<file path="config.mk">
export PLATFORM = sky130hd
export DESIGN_NAME = pipe_adder
export DESIGN_NICKNAME = d
export VERILOG_FILES = /design/src/rtl/pipe_adder_pkg.sv /design/src/rtl/adder_stage.sv /design/src/rtl/pipe_adder.sv
export SDC_FILE = /design/constraint.sdc
export NUM_CORES = 1
export LEC_CHECK = 0
export CORE_MARGIN = 3
export CORE_UTILIZATION = 55
export CTS_BUF_LIST = sky130_fd_sc_hd__clkbuf_2
export DETAILED_ROUTE_END_ITERATION = 8
export PLACE_DENSITY = 0.8
export SYNTH_ARGS = -nofsm -noshare
export SYNTH_HDL_FRONTEND = slang
export SYNTH_HIERARCHICAL = 1
export SYNTH_SLANG_ARGS = --single-unit
</file>
<file path="constraint.sdc">
create_clock -name clk -period 4.06 [get_ports clk]
set_clock_uncertainty 0.1 [all_clocks]
set_input_delay 1.015 -clock clk [delete_from_list [all_inputs] [get_ports clk]]
set_output_delay 1.015 -clock clk [all_outputs]
set_load 0.03 [all_outputs]
</file>
<file path="src/rtl/pipe_adder_pkg.sv">
// pipe_adder_pkg: shared stage record and stage-count derivation for pipe_adder
package pipe_adder_pkg;
  typedef struct packed {
    logic valid;
    logic carry;
  } stage_ctl_t;
  function automatic int stages_of(input int width, input int chunk);
    return width / chunk;
  endfunction
endpackage

</file>
<file path="src/rtl/adder_stage.sv">
// adder_stage: one CHUNK-bit slice of the carry chain plus its pipeline register
module adder_stage
  import pipe_adder_pkg::*;
#(
  parameter int WIDTH = 8,
  parameter int CHUNK = 4,
  parameter int K = 0
) (
  input  logic             clk,
  input  logic             rst_n,
  input  stage_ctl_t       in_ctl,
  input  logic [WIDTH-1:0] in_a,
  input  logic [WIDTH-1:0] in_b,
  input  logic [WIDTH-1:0] in_s,
  input  logic             nxt_ready,
  output logic             advance,
  output stage_ctl_t       out_ctl,
  output logic [WIDTH-1:0] out_a,
  output logic [WIDTH-1:0] out_b,
  output logic [WIDTH-1:0] out_s
);
  stage_ctl_t ctl_q, ctl_d;
  logic [WIDTH-1:0] a_q, a_d, b_q, b_d, s_q, s_d;
  logic [CHUNK:0] part;
  always_comb begin
    part = {1'b0, in_a[K*CHUNK +: CHUNK]} + {1'b0, in_b[K*CHUNK +: CHUNK]} + {{CHUNK{1'b0}}, in_ctl.carry};
    advance = !ctl_q.valid || nxt_ready;
    ctl_d = ctl_q;
    a_d = a_q;
    b_d = b_q;
    s_d = s_q;
    if (advance) ctl_d.valid = in_ctl.valid;
    if (advance && in_ctl.valid) begin
      ctl_d.carry = part[CHUNK];
      a_d = in_a;
      b_d = in_b;
      s_d = in_s;
      s_d[K*CHUNK +: CHUNK] = part[CHUNK-1:0];
    end
  end
  always_ff @(posedge clk or negedge rst_n) begin
    if (!rst_n) begin
      ctl_q <= '0;
      a_q <= '0;
      b_q <= '0;
      s_q <= '0;
    end else begin
      ctl_q <= ctl_d;
      a_q <= a_d;
      b_q <= b_d;
      s_q <= s_d;
    end
  end
  assign out_ctl = ctl_q;
  assign out_a = a_q;
  assign out_b = b_q;
  assign out_s = s_q;
endmodule

</file>
<file path="src/rtl/pipe_adder.sv">
// pipe_adder: valid/ready pipelined adder, CHUNK bits of carry chain per stage.
// Define PIPE_ADDER_SUB_EN to add the sub port (a - b as a + ~b + 1).
module pipe_adder
  import pipe_adder_pkg::*;
#(
  parameter int WIDTH = 8,
  parameter int CHUNK = 4
) (
  input  logic             clk,
  input  logic             rst_n,
  input  logic             in_valid,
  output logic             in_ready,
  input  logic [WIDTH-1:0] a,
  input  logic [WIDTH-1:0] b,
`ifdef PIPE_ADDER_SUB_EN
  input  logic             sub,
`endif
  output logic             out_valid,
  input  logic             out_ready,
  output logic [WIDTH:0]   sum
);
  localparam int STAGES = stages_of(WIDTH, CHUNK);
  stage_ctl_t ctl [STAGES+1];
  logic [WIDTH-1:0] av [STAGES+1];
  logic [WIDTH-1:0] bv [STAGES+1];
  logic [WIDTH-1:0] sv [STAGES+1];
  logic rdy [STAGES+1];
`ifdef PIPE_ADDER_SUB_EN
  // subtraction enters stage 0 as an inverted b with carry-in 1
  assign ctl[0] = '{valid: in_valid, carry: sub};
  assign bv[0] = sub ? ~b : b;
`else
  assign ctl[0] = '{valid: in_valid, carry: 1'b0};
  assign bv[0] = b;
`endif
  assign av[0] = a;
  assign sv[0] = '0;
  assign rdy[STAGES] = out_ready;
  for (genvar k = 0; k < STAGES; k++) begin : g_stage
    adder_stage #(.WIDTH(WIDTH), .CHUNK(CHUNK), .K(k)) u_stage (
      .clk(clk),
      .rst_n(rst_n),
      .in_ctl(ctl[k]),
      .in_a(av[k]),
      .in_b(bv[k]),
      .in_s(sv[k]),
      .nxt_ready(rdy[k+1]),
      .advance(rdy[k]),
      .out_ctl(ctl[k+1]),
      .out_a(av[k+1]),
      .out_b(bv[k+1]),
      .out_s(sv[k+1])
    );
  end
  assign in_ready = rdy[0];
  assign out_valid = ctl[STAGES].valid;
  assign sum = {ctl[STAGES].carry, sv[STAGES]};
endmodule
</file>
# After elaboration in Yosys (flattened, before gate mapping)
# Cells that the tools add are included.
[classes]
addsub = 3
reduce_logical = 6
[ops]
columns = ["op", "n"]
rows = [
  ["$add A4 B4 Y5", 2],
  ["$add A5 B1 Y5", 1],
  ["$logic_and A1 B1 Y1", 2],
  ["$logic_not A1 Y1", 2],
  ["$logic_or A1 B1 Y1", 2],
]
[totals]
register_bits = 32
wordCells = 17

# Longest topological paths before layout
# Gate-level depths: netlist (run 1).
[depth]
word_depth = 4
depth_mapped = 7
depth_no_buf = 6

# By module
# Netlist (run 1), hierarchy kept.
[modules_own_cells]
columns = ["module", "instances", "cells_each", "area_each_um2", "seq_area_each_um2"]
rows = [
  ["adder_stage (g_stage[0].u_stage)", 1, 80, 1208.7, 650.6],
  ["adder_stage (g_stage[1].u_stage)", 1, 76, 1207.4, 650.6],
  ["pipe_adder", 1, 1, 3.8, 0.0],
]

# Least setup slack after synthesis (run 1)
# No wires, ideal clock.
[synth_timing]
path_kind = "in2out"
startpoint = "input port out_ready"
endpoint = "output port in_ready"
t_arrival_ns = 1.561
required_time_ns = 2.945
slack_ns = 1.384
cell_stages = 4
cell_sequence = "nand2b_1 -> buf_6 -> nor2b_4 -> inv_6"
[synth_rtl]
columns = ["element", "line", "rtl"]
rows = [
  ["start, declared", "pipe_adder.sv:19", "input logic out_ready,"],
  ["end, declared", "pipe_adder.sv:12", "output logic in_ready,"],
]

==> flow_results.org, run 1 <==
** Status
- Status :: completed

** CTS
- Number of resized instances in the post-cts repair step :: 0
- Cell at the root of the clock tree :: sky130_fd_sc_hd__clkbuf_2
- Post-CTS clock slew at the launch and capture registers of the worst setup and hold paths :: 0.21 ns
- The clock reaches the later pin of the worst-skew pair after 0.33 ns.
- The tree built by TritonCTS fans out to 24 sinks.
- In this run the number of H-tree levels came out at 1.
- Number of buffers created by CTS :: 3
- The clock passes through at most 2 buffers.
- Setup repair bufs after CTS :: 0
- In this run, post-CTS hold repair placed 0 buffers.
- Clock tree from TritonCTS :: done

** Worst setup path
- Source of the critical timing path :: out_ready
- Crit-path leading delay family :: buffers and inverters
- Largest stage delay on the critical path :: 0.59 ns
- The critical path is of the in -> out type.
- The worst register-to-register path begins at g_stage[0].u_stage/out_ctl[0].
- Counting stages on the worst path, the most repeated cell is sky130_fd_sc_hd__clkdlybuf4s50_1.
- The worst setup path is captured at an output pin.
- Of all nets on the critical path, the largest fanout is 5.
- The worst setup path is launched from a primary input.
- Critical path depth in cells :: 5
- Required time reported for the critical path endpoint :: between 2 and 3 ns
- The endpoint identified for the worst register-to-register timing path is g_stage[1].u_stage/out_ctl[0].
- Setup crit end :: in_ready
- Traced cell by cell, the critical path runs through clkdlybuf4s50_1 -> nand2b_1 -> nor2b_4 -> inv_6 -> clkdlybuf4s50_1.
- Setup slack on the worst reg-to-reg path comes out at between 2 and 2.5 ns.
- For this design, the slowest cell found on the critical path is sky130_fd_sc_hd__clkdlybuf4s50_1.
- The number of buffers and inverters on the critical path is 3.
- Data arrival time of the critical path :: 2.49 ns
- R2r worst-path depth :: 6

** Timing
- Transition time at the pin with the least slew margin :: ~1.1 ns
- Final Cycle Share :: 0.888
- Final total negative setup slack :: 0 ns
- Unrepaired setup endpoints after global routing :: no
- Fin crit period :: between 3 and 4 ns
- Setup violations remaining at the end of the flow were counted as 0.
- Hold Fails Final Rpt :: 0
- Worst slew slack as a fraction of its limit :: 0.286
- The total count of max-transition violations in the final report is 0.
- Smallest hold slack :: 0.433 ns
- Once routing completed, OpenROAD measured the worst setup slack at roughly 0.45 ns.
- For this run, the top clock speed supported by timing is 0.277 GHz.

** Power and ir drop
- In this run the static leakage power is 0.752 nW.
- VDD sags by at most between 0.3 and 0.4 mV.
- Power spread over the standard cell area amounts to 473 mW/mm^2.
- After layout, the design draws a total of 0.766 mW.

** Floorplan
- In this run the vertical extent of the chip is ~55 um.
- Number of ports placed on the die boundary :: 31
- The floorplan step defined a die boundary enclosing 0.00304 mm^2.
- From left edge to right edge, the die measures 55.1 um.
- Placement row count :: 17
- Initial core utilization :: 0.589
- The region available for standard cell placement spans 0.00225 mm^2.

** GRT
- Global Route Usage Sum :: 0.170
- Pin count of the biggest net entering global routing :: 25
- Global-route wire length before repair :: between 3000 and 4000 um
- The total overflow left after global routing is 0.
- Antenna violations before repair :: 0
- The via count of the first global-routing pass was 810.

** Placed design
- Total of buffers placed on input and output ports :: 30
- Total cell area at the placement stage :: 0.00160 mm^2
- The congestion estimate from routability-driven global placement came to 0.734.
- Once placement completed, the tool counted placed cells totaling about 150.
- OpenSTA, run right after detailed placement, puts the worst setup slack at 0.467 ns.
- Total half-perimeter wirelength after legalization and detailed placement :: 1750 um

** Drt
- Starting DRC count in detailed routing :: 9
- For this run, the detailed router's first-pass iteration total came to 4.
- Total via count after detailed routing :: 822
- Avg WL per Cell :: 13.8 um
- DRC errors left :: 0
- Final antenna-violating net count :: 0
- Per-cell via count in the routed design :: 5.24
- Wires add up to 2170 um.

** Finish
- Relative to the synthesized area, the layout overhead comes to 22.1%.
- Final std cell area, no fill :: 0.00162 mm^2
- The finished layout holds 157 standard cells, fillers aside.
- After the last flow step, the layout net total stands at between 150 and 200.
- Of the cells placed in the final design, the portion with a size suffix greater than 1 is 0.186.
- 0 antenna diodes ended up in the layout.
- Final core utilization :: 0.719
- Fillers :: 189
- Summing all flip-flop and latch instances after layout gives 601 um^2.
- Footprint of the multi-input gates :: 616 um^2

** Synthesis
- Cell area after synthesis :: 0.00133 mm^2
- Ys Warns :: 6
- Post-synthesis area per instance :: 13.4 um^2
- Synthesized net count :: 129
- Gate Count Post-Synth :: 99

** Run
- Count of maximum capacitance violations :: 0

** Hold path
- The path class of the tightest hold or removal check is reg -> reg.
-- how the worst min path moves through the flow --
stage                           startpoint                           to  depth (start not counted)
6_report       g_stage[0].u_stage/out_s[2]  g_stage[1].u_stage/out_s[2]                          1
3_5_place_dp   g_stage[0].u_stage/out_s[2]  g_stage[1].u_stage/out_s[2]                          1
2_1_floorplan  g_stage[0].u_stage/out_s[1]  g_stage[0].u_stage/out_s[1]                          2
3_3_place_gp   g_stage[0].u_stage/out_s[2]  g_stage[1].u_stage/out_s[2]                          1
4_1_cts        g_stage[0].u_stage/out_s[2]  g_stage[1].u_stage/out_s[2]                          1
5_1_grt        g_stage[0].u_stage/out_s[2]  g_stage[1].u_stage/out_s[2]                          1
-- layout make-up --
| type | instances | share of cell area |
|---|---|---|
| multi-input cells | 60 | 0.380 |
| flip-flops and latches | 24 | 0.371 |
| repair buffers | 31 | 0.190 |
| inverters | 10 | 0.0263 |
| well taps | 28 | 0.0216 |
| clock buffers | 3 | 0.00927 |
| clock inverters | 1 | 0.00232 |
-- flip-flops by register name, indices dropped and copies added, names as in the netlist --
signal and flops:
g_stage.u_stage/out_a 4, g_stage.u_stage/out_b 4, g_stage.u_stage/out_ctl 4, g_stage.u_stage/out_s 12
-- where the power goes --
group	switching, mW	leakage [nW]	internal, mW
clock	0.0688	0.0140	0.0214
combinational	0.166	0.457	0.177
sequential	0.0353	0.281	0.298
-- placed cells by master, fill, tap and decap left out, types with 3 or more instances in the layout --
cell                               n
sky130_fd_sc_hd__mux2_2            3
sky130_fd_sc_hd__inv_1             9
sky130_fd_sc_hd__clkdlybuf4s50_1  30
sky130_fd_sc_hd__fa_1              4
sky130_fd_sc_hd__clkbuf_2          3
sky130_fd_sc_hd__a21oi_1           5
sky130_fd_sc_hd__o21ai_0           7
sky130_fd_sc_hd__dfrtp_1          24
sky130_fd_sc_hd__ha_1              6
sky130_fd_sc_hd__mux2_4           12
-- metal layers --
layer,global-route usage,vias up,routed length [um]
li1,-,398,-
met1,0.220,397,995
met2,0.272,23,1030
met3,0.0322,4,112
met4,0.0850,0,32
met5,0,-,0
Note: power is estimated with default switching activity, not from simulation.
==> run 2, diff against run 1 <==
--- a/config.mk
+++ b/config.mk
@@ -9,6 +9,7 @@
 export CORE_UTILIZATION = 55
 export CTS_BUF_LIST = sky130_fd_sc_hd__clkbuf_2
 export DETAILED_ROUTE_END_ITERATION = 8
+export MAX_ROUTING_LAYER = met4
 export PLACE_DENSITY = 0.8
 export SYNTH_ARGS = -nofsm -noshare
 export SYNTH_HDL_FRONTEND = slang
==> results of run 2 <==
Same layout as run 1: the final DEF is identical, and so are final timing and power.
Among the figures that moved: final weighted congestion in routability-driven placement 0.734 -> 0.744; overall routing resource usage 0.170 -> 0.175
